## src/rtl/and_operand_skid_pkg.sv

```systemverilog
// Shared definitions for the AND stage input buffer: occupancy states and operand width.
package and_operand_skid_pkg;

    localparam int AND_WIDTH = 2;

    typedef enum logic [1:0] {
        EMPTY = 2'd0,
        ONE   = 2'd1,
        FULL  = 2'd2
    } skid_state_t;

endpackage

```

## src/rtl/and_operand_skid.sv

```systemverilog
// Two-entry valid/ready skid buffer feeding operand pairs to the AND stage.
// in_ready is registered so upstream timing never sees out_ready combinationally.
module and_operand_skid
    import and_operand_skid_pkg::*;
#(
    parameter int WIDTH   = AND_WIDTH,
    parameter int COUNT_W = 16
) (
    input  logic               clk,
    input  logic               rst_n,
    input  logic               in_valid,
    output logic               in_ready,
    input  logic [WIDTH-1:0]   in_a,
    input  logic [WIDTH-1:0]   in_b,
    output logic               out_valid,
    input  logic               out_ready,
    output logic [WIDTH-1:0]   out_a,
    output logic [WIDTH-1:0]   out_b,
    output logic [COUNT_W-1:0] xfer_count
);

    skid_state_t        state_reg, state_next;
    logic [WIDTH-1:0]   main_a_reg, main_b_reg;
    logic [WIDTH-1:0]   skid_a_reg, skid_b_reg;
    logic               in_ready_reg;
    logic [COUNT_W-1:0] count_reg;

    logic in_fire, out_fire;
    logic load_main, load_skid, main_from_skid;

    assign in_fire  = in_valid & in_ready_reg;
    assign out_fire = out_valid & out_ready;

    always_comb begin
        state_next     = state_reg;
        load_main      = 1'b0;
        load_skid      = 1'b0;
        main_from_skid = 1'b0;
        case (state_reg)
            EMPTY: begin
                if (in_fire) begin
                    load_main  = 1'b1;
                    state_next = ONE;
                end
            end
            ONE: begin
                if (in_fire && out_fire) begin
                    load_main = 1'b1;
                end else if (in_fire) begin
                    load_skid  = 1'b1;
                    state_next = FULL;
                end else if (out_fire) begin
                    state_next = EMPTY;
                end
            end
            FULL: begin
                if (out_fire) begin
                    main_from_skid = 1'b1;
                    state_next     = ONE;
                end
            end
            default: state_next = EMPTY;
        endcase
    end

    // in_ready for next cycle is decided from the next state, keeping it a pure flop output.
    always_ff @(posedge clk or negedge rst_n) begin
        if (!rst_n) begin
            state_reg    <= EMPTY;
            in_ready_reg <= 1'b1;
            main_a_reg   <= '0;
            main_b_reg   <= '0;
            skid_a_reg   <= '0;
            skid_b_reg   <= '0;
            count_reg    <= '0;
        end else begin
            state_reg    <= state_next;
            in_ready_reg <= (state_next != FULL);
            if (load_main) begin
                main_a_reg <= in_a;
                main_b_reg <= in_b;
            end else if (main_from_skid) begin
                main_a_reg <= skid_a_reg;
                main_b_reg <= skid_b_reg;
            end
            if (load_skid) begin
                skid_a_reg <= in_a;
                skid_b_reg <= in_b;
            end
            if (in_fire) begin
                count_reg <= count_reg + COUNT_W'(1);
            end
        end
    end

    assign in_ready   = in_ready_reg;
    assign out_valid  = (state_reg != EMPTY);
    assign out_a      = main_a_reg;
    assign out_b      = main_b_reg;
    assign xfer_count = count_reg;

endmodule

```

## config.mk

```make
export PLATFORM = sky130hd
export DESIGN_NAME = and_operand_skid
export DESIGN_NICKNAME = d
export VERILOG_FILES = /design/src/rtl/and_operand_skid_pkg.sv /design/src/rtl/and_operand_skid.sv
export SDC_FILE = /design/constraint.sdc
export NUM_CORES = 1
export LEC_CHECK = 0
export CORE_UTILIZATION = 42
export DETAILED_ROUTE_END_ITERATION = 16
export GPL_TIMING_DRIVEN = 0
export PLACE_DENSITY = 0.73
export REMOVE_ABC_BUFFERS = 1
export SLEW_MARGIN = 20
export SYNTH_ARGS = -nofsm -noshare
export SYNTH_HDL_FRONTEND = slang
export SYNTH_SLANG_ARGS = --single-unit
export TNS_END_PERCENT = 30
```

## constraint.sdc

```tcl
create_clock -name clk -period 1.4 [get_ports clk]
set_input_delay 0.14 -clock clk [delete_from_list [all_inputs] [get_ports clk]]
set_output_delay 0.14 -clock clk [all_outputs]
set_load 0.005 [all_outputs]
```

# After elaboration in Yosys (flattened, before gate mapping)
# Cells that the tools add are included.
[classes]
addsub = 1
n_mul = 0
div_mod_pow = 0
n_lt_le_gt_ge = 0
n_eq_ne = 3
n_shift = 0
muxes = 17
bitwise_logic = 2
n_reduce_logical = 4
[ops]
columns = ["op", "n"]
rows = [
  ["$mux 2", 9],
  ["$add 16x1->16 const B", 1],
  ["$mux 1", 6],
  ["$pmux 2 s3", 1],
  ["$reduce_bool 2->1", 2],
  ["$and 1x1->1", 2],
  ["$eq 2x1->1 const B", 1],
  ["$eq 2x2->1 const B", 1],
  ["$logic_not 2->1", 1],
  ["$ne 2x2->1 const B", 1],
  ["$pmux 1 s2", 1],
  ["$logic_and 1x1->1", 1],
]
[word_totals]
reg_bits = 27
latch_bits = 0
ram_bits = 0
romBits = 0
input_bits = 8
out_inout_bits = 22
wordCells = 34
memories = 0

# Logic depth before layout (Yosys ltp)
[logic_depth]
word_depth = 7
depth_mapped = 5

# Worst setup path after synthesis
# No wires, ideal clock.
[synth_path]
path_type = "flip-flop to flip-flop"
start = "register in_ready_reg, in the netlist in_ready"
end = "register skid_a_reg[0]"
setup_ns = 0.125
arrival_time_ns = 1.336
path_slack_ns = -0.061
path_stages_with_launch = 5
period_less_slack_ns = 1.461
cell_sequence = "dfstp_2 -> nand2_1 -> nor2_1 -> and2_4 -> mux2_2"
[synth_between]
elab_chain_cells = 4
word_cells_on_any_way = 5
classes_between = "mux (3); bitwise (1); reduce/logical (1)"
[synth_lines]
columns = ["item", "line", "text"]
rows = [
  ["start, declared", "and_operand_skid.sv:25", "logic in_ready_reg;"],
  ["start signal, assigned", "and_operand_skid.sv:78", "in_ready_reg <= (state_next != FULL);"],
  ["$and 1x1->1 (*)", "and_operand_skid.sv:31", "assign in_fire = in_valid & in_ready_reg;"],
  ["$mux 1 or $logic_and 1x1->1 (tied branches)", "and_operand_skid.sv:49, and_operand_skid.sv:47", ""],
  ["$mux 1 (*)", "and_operand_skid.sv:47", "if (in_fire && out_fire) begin"],
  ["$mux 1 (*)", "and_operand_skid.sv:39", "case (state_reg)"],
  ["end signal, assigned", "and_operand_skid.sv:87", "skid_a_reg <= in_a;"],
  ["end, declared", "and_operand_skid.sv:24", "logic [WIDTH-1:0] skid_a_reg, skid_b_reg;"],
]
# Mark *: on every way between the ends. The rest lies on a longest branch, timed or not.
# A chain may end at the register's enable or synchronous reset.

# Final worst setup path
[layout_path]
start = "register in_ready_reg, in the netlist in_ready"
end = "register skid_a_reg[1]"
# The elaborated chain is that of the path after synthesis.

==> run summary <==
Die width: 54.6 µm
Max incr delay on CP: 0.61 ns
Post-synthesis cell count: 93
Root buf cell: clkbuf_4
RePlAce Congestion: 0.700
Highest Clock Rate: 0.707 GHz
Crit path time final: 1.41 ns
Clock tree from TritonCTS: yes
Port Buffers: 29
Die H: 54.6 µm
Comb power frac: 0.371
Hold crit path type: in -> async
CP startpoint kind: register
GRT Residual Overflow: 0
Crit-path slowest cell: dfstp_2
Max H-tree Level: 1
Largest register FFs: 16
Syn Std Cell Area: 0.00116 mm²
Post-DP HPWL: 1520 µm
Number of global-route vias before repair: 855
Detailed-route wire length: 2190 µm
CTS buffer count: 3
Top cells by count, synth: 26 x dfrtp_1, 10 x xnor2_1, 7 x nor2_1
Total die area: 0.00298 mm²
Max Clock Skew: 0.0152 ns
Final slew viol count: 0
Power Density: 1500 mW/mm²
Worst-margin pin slew: 0.582 ns
Gr usage total: 0.171
Synth warn: 0
Final setup fails: 5
FF/Latch Area: 679 µm²
DR vias: 868
Outcome: finished with violations
RSZ-0062 raised after global routing: yes
Final Cycle Share: 1.01
Failing checks: negative setup slack
Clk network pwr share: 0.142
Clock transition at path regs: 0.16 ns
Initial drt markers: 10
Maxcap violations: 0
Static leakage: 0.000866 µW
Diodes inserted: 0
DR WL/cell: 13.2 µm
Area Overhead vs Synth: 40.5%
Avg Inst Size Synth: 12.5 µm²
Post-synth EDFFs: 0
Final Cell Area: 0.00164 mm²
WP data arrival: 1.64 ns
Worst skew pair latency: 0.33 ns
Via density: 5.23
Peak VDD IR: 0.997 mV
Antenna violations before repair: 0
DRC Markers: 0
CTS sink cnt: 27
Sw Pwr: 771 µW
Crit path max fanout: 4
#FFs+latches synth: 27
Final Hold Viols: 0
Post-synth top flop: dfrtp_1
Worst Slack Setup Final: -0.0146 ns
Multi-input gate area: 529 µm²
Synth area leaders: dfrtp_1 56%, xnor2_1 7.5%, mux2_2 4.8%
Initial DRT Pass Iterations: 4
Non-filler cells, final: 166
Post-placement cell area: 0.00149 mm²
Post-synthesis sequential area ratio: 0.582
Longest Clk Path Bufs: 2
Core Box Area: 0.00254 mm²
Unique masters post-synth: 24
WP buf/inv: 0
Largest net degree at the start of global routing: 28
Post-DRT Antenna Nets: 0
FP Rows: 18
CP required: 1.62 ns
Top cell type's share of synthesized area: 0.559
I/O pin count: 30
Most frequent cell after synthesis: dfrtp_1
Worst rel slew slack: 0.612
DP Cell Count: 152
Critical path type: reg -> reg
Nets: 146
Net Sw Frac: 0.314
Worst-path cell chain: nand2_4 -> nor2_4 -> and2_4 -> mux2_2
Starting Density: 0.457
Flop pwr share: 0.488
Asr flop ratio synth: 1.00
CP Depth: 4
Delay-heaviest family, CP: flip-flops
Element type at the critical path end: register
FF-to-FF path depth: 4
First-pass GRT wire length: 3640 µm
Cell taking the most area after synthesis: dfrtp_1
Cell Int Power: 1680 µW
Layout cells sized above 1: 0.279
Filler Cell Count: 215
power by group through the flow:
stage	clock [µW]	sequential, µW	combinational [µW]
after detailed placement	0	1230	808
after floorplan	0	1210	370
final	347	1200	909
after global placement	0	1220	781
after CTS	362	1200	829
after global routing	404	1230	988
final timing paths:
check	startpoint	end	slack, ns
max	in_ready	skid_a_reg[1]	-0.01
min	rst_n	xfer_count[5]	0.31
max reg2reg	in_ready	skid_a_reg[1]	-0.01
min reg2reg	xfer_count[15]	xfer_count[15]	0.48
max in group asynchronous	rst_n	xfer_count[6]	0.68
min in group clk	in_a[0]	skid_a_reg[0]	0.45
cell families after synthesis:
kind of cell | synth area share
AND/OR/NAND/NOR | 0.160
flip-flops | 0.582
AO/OA/AOI/OAI | 0.0656
adder cells (fa/ha/maj) | 0.0108
XOR/XNOR | 0.113
buffers and inverters | 0.00322
multiplexers | 0.0656
per-stage QoR:
stage / util / hold slack (ns) / power (µW) / setup TNS (ns) / worst slack (ns)
2_1_floorplan: - / -0.156 / 1580 / -0.244 / -0.0610
3_3_place_gp: 0.586 / 0.462 / 2000 / -6.79 / -0.257
3_5_place_dp: 0.584 / 0.181 / 2040 / -3.27 / -0.312
4_1_cts: 0.615 / 0.335 / 2390 / -0.0881 / -0.0635
5_1_grt: 0.643 / 0.355 / 2620 / -0.419 / -0.0551
6_report: 0.643 / 0.309 / 2450 / -0.0440 / -0.0146
worst reg2reg max path, cell delays in order, from the launching register on:
cell and delay (ns):
dfstp_2 0.61, nand2_4 0.09, nor2_4 0.11, and2_4 0.18, mux2_2 0.33
cell usage in the layout, fill, tap and decap left out, types with 5 or more instances in the layout:
cell type / instances
xor2_1: 5
dlygate4sd2_1: 15
mux2_2: 5
nor2_1: 5
dlymetal6s2s_1: 5
xnor2_1: 10
dfrtp_1: 24
clkdlybuf4s50_1: 7
buf_4: 8
nand2_1: 5
layout make-up:
type                    instances  area share
clock inverters                 1     0.00459
clock buffers                   3      0.0138
flip-flops and latches         27       0.415
inverters                       1     0.00230
multi-input cells              65       0.324
well taps                      30      0.0230
repair buffers                 39       0.217
repair_timing:
action,in CTS,in global routing
hold endpoints to repair,26,0
setup endpoints to repair,28,20
hold buffers,1,0
pin swaps,1,5
gates resized for setup,26,11
gates cloned,0,0
setup buffers,3,6
routing by layer:
layer  GRT usage  part of all wire  up-vias  routed length, µm
met4      0.0256                 0        0                  0
li1            -                 -      411                  -
met5           0                 0        -                  0
met3      0.0583             0.045        0                 98
met1       0.181              0.42      434                918
met2       0.325              0.54       23               1170
(Power assumes the default switching activity.)
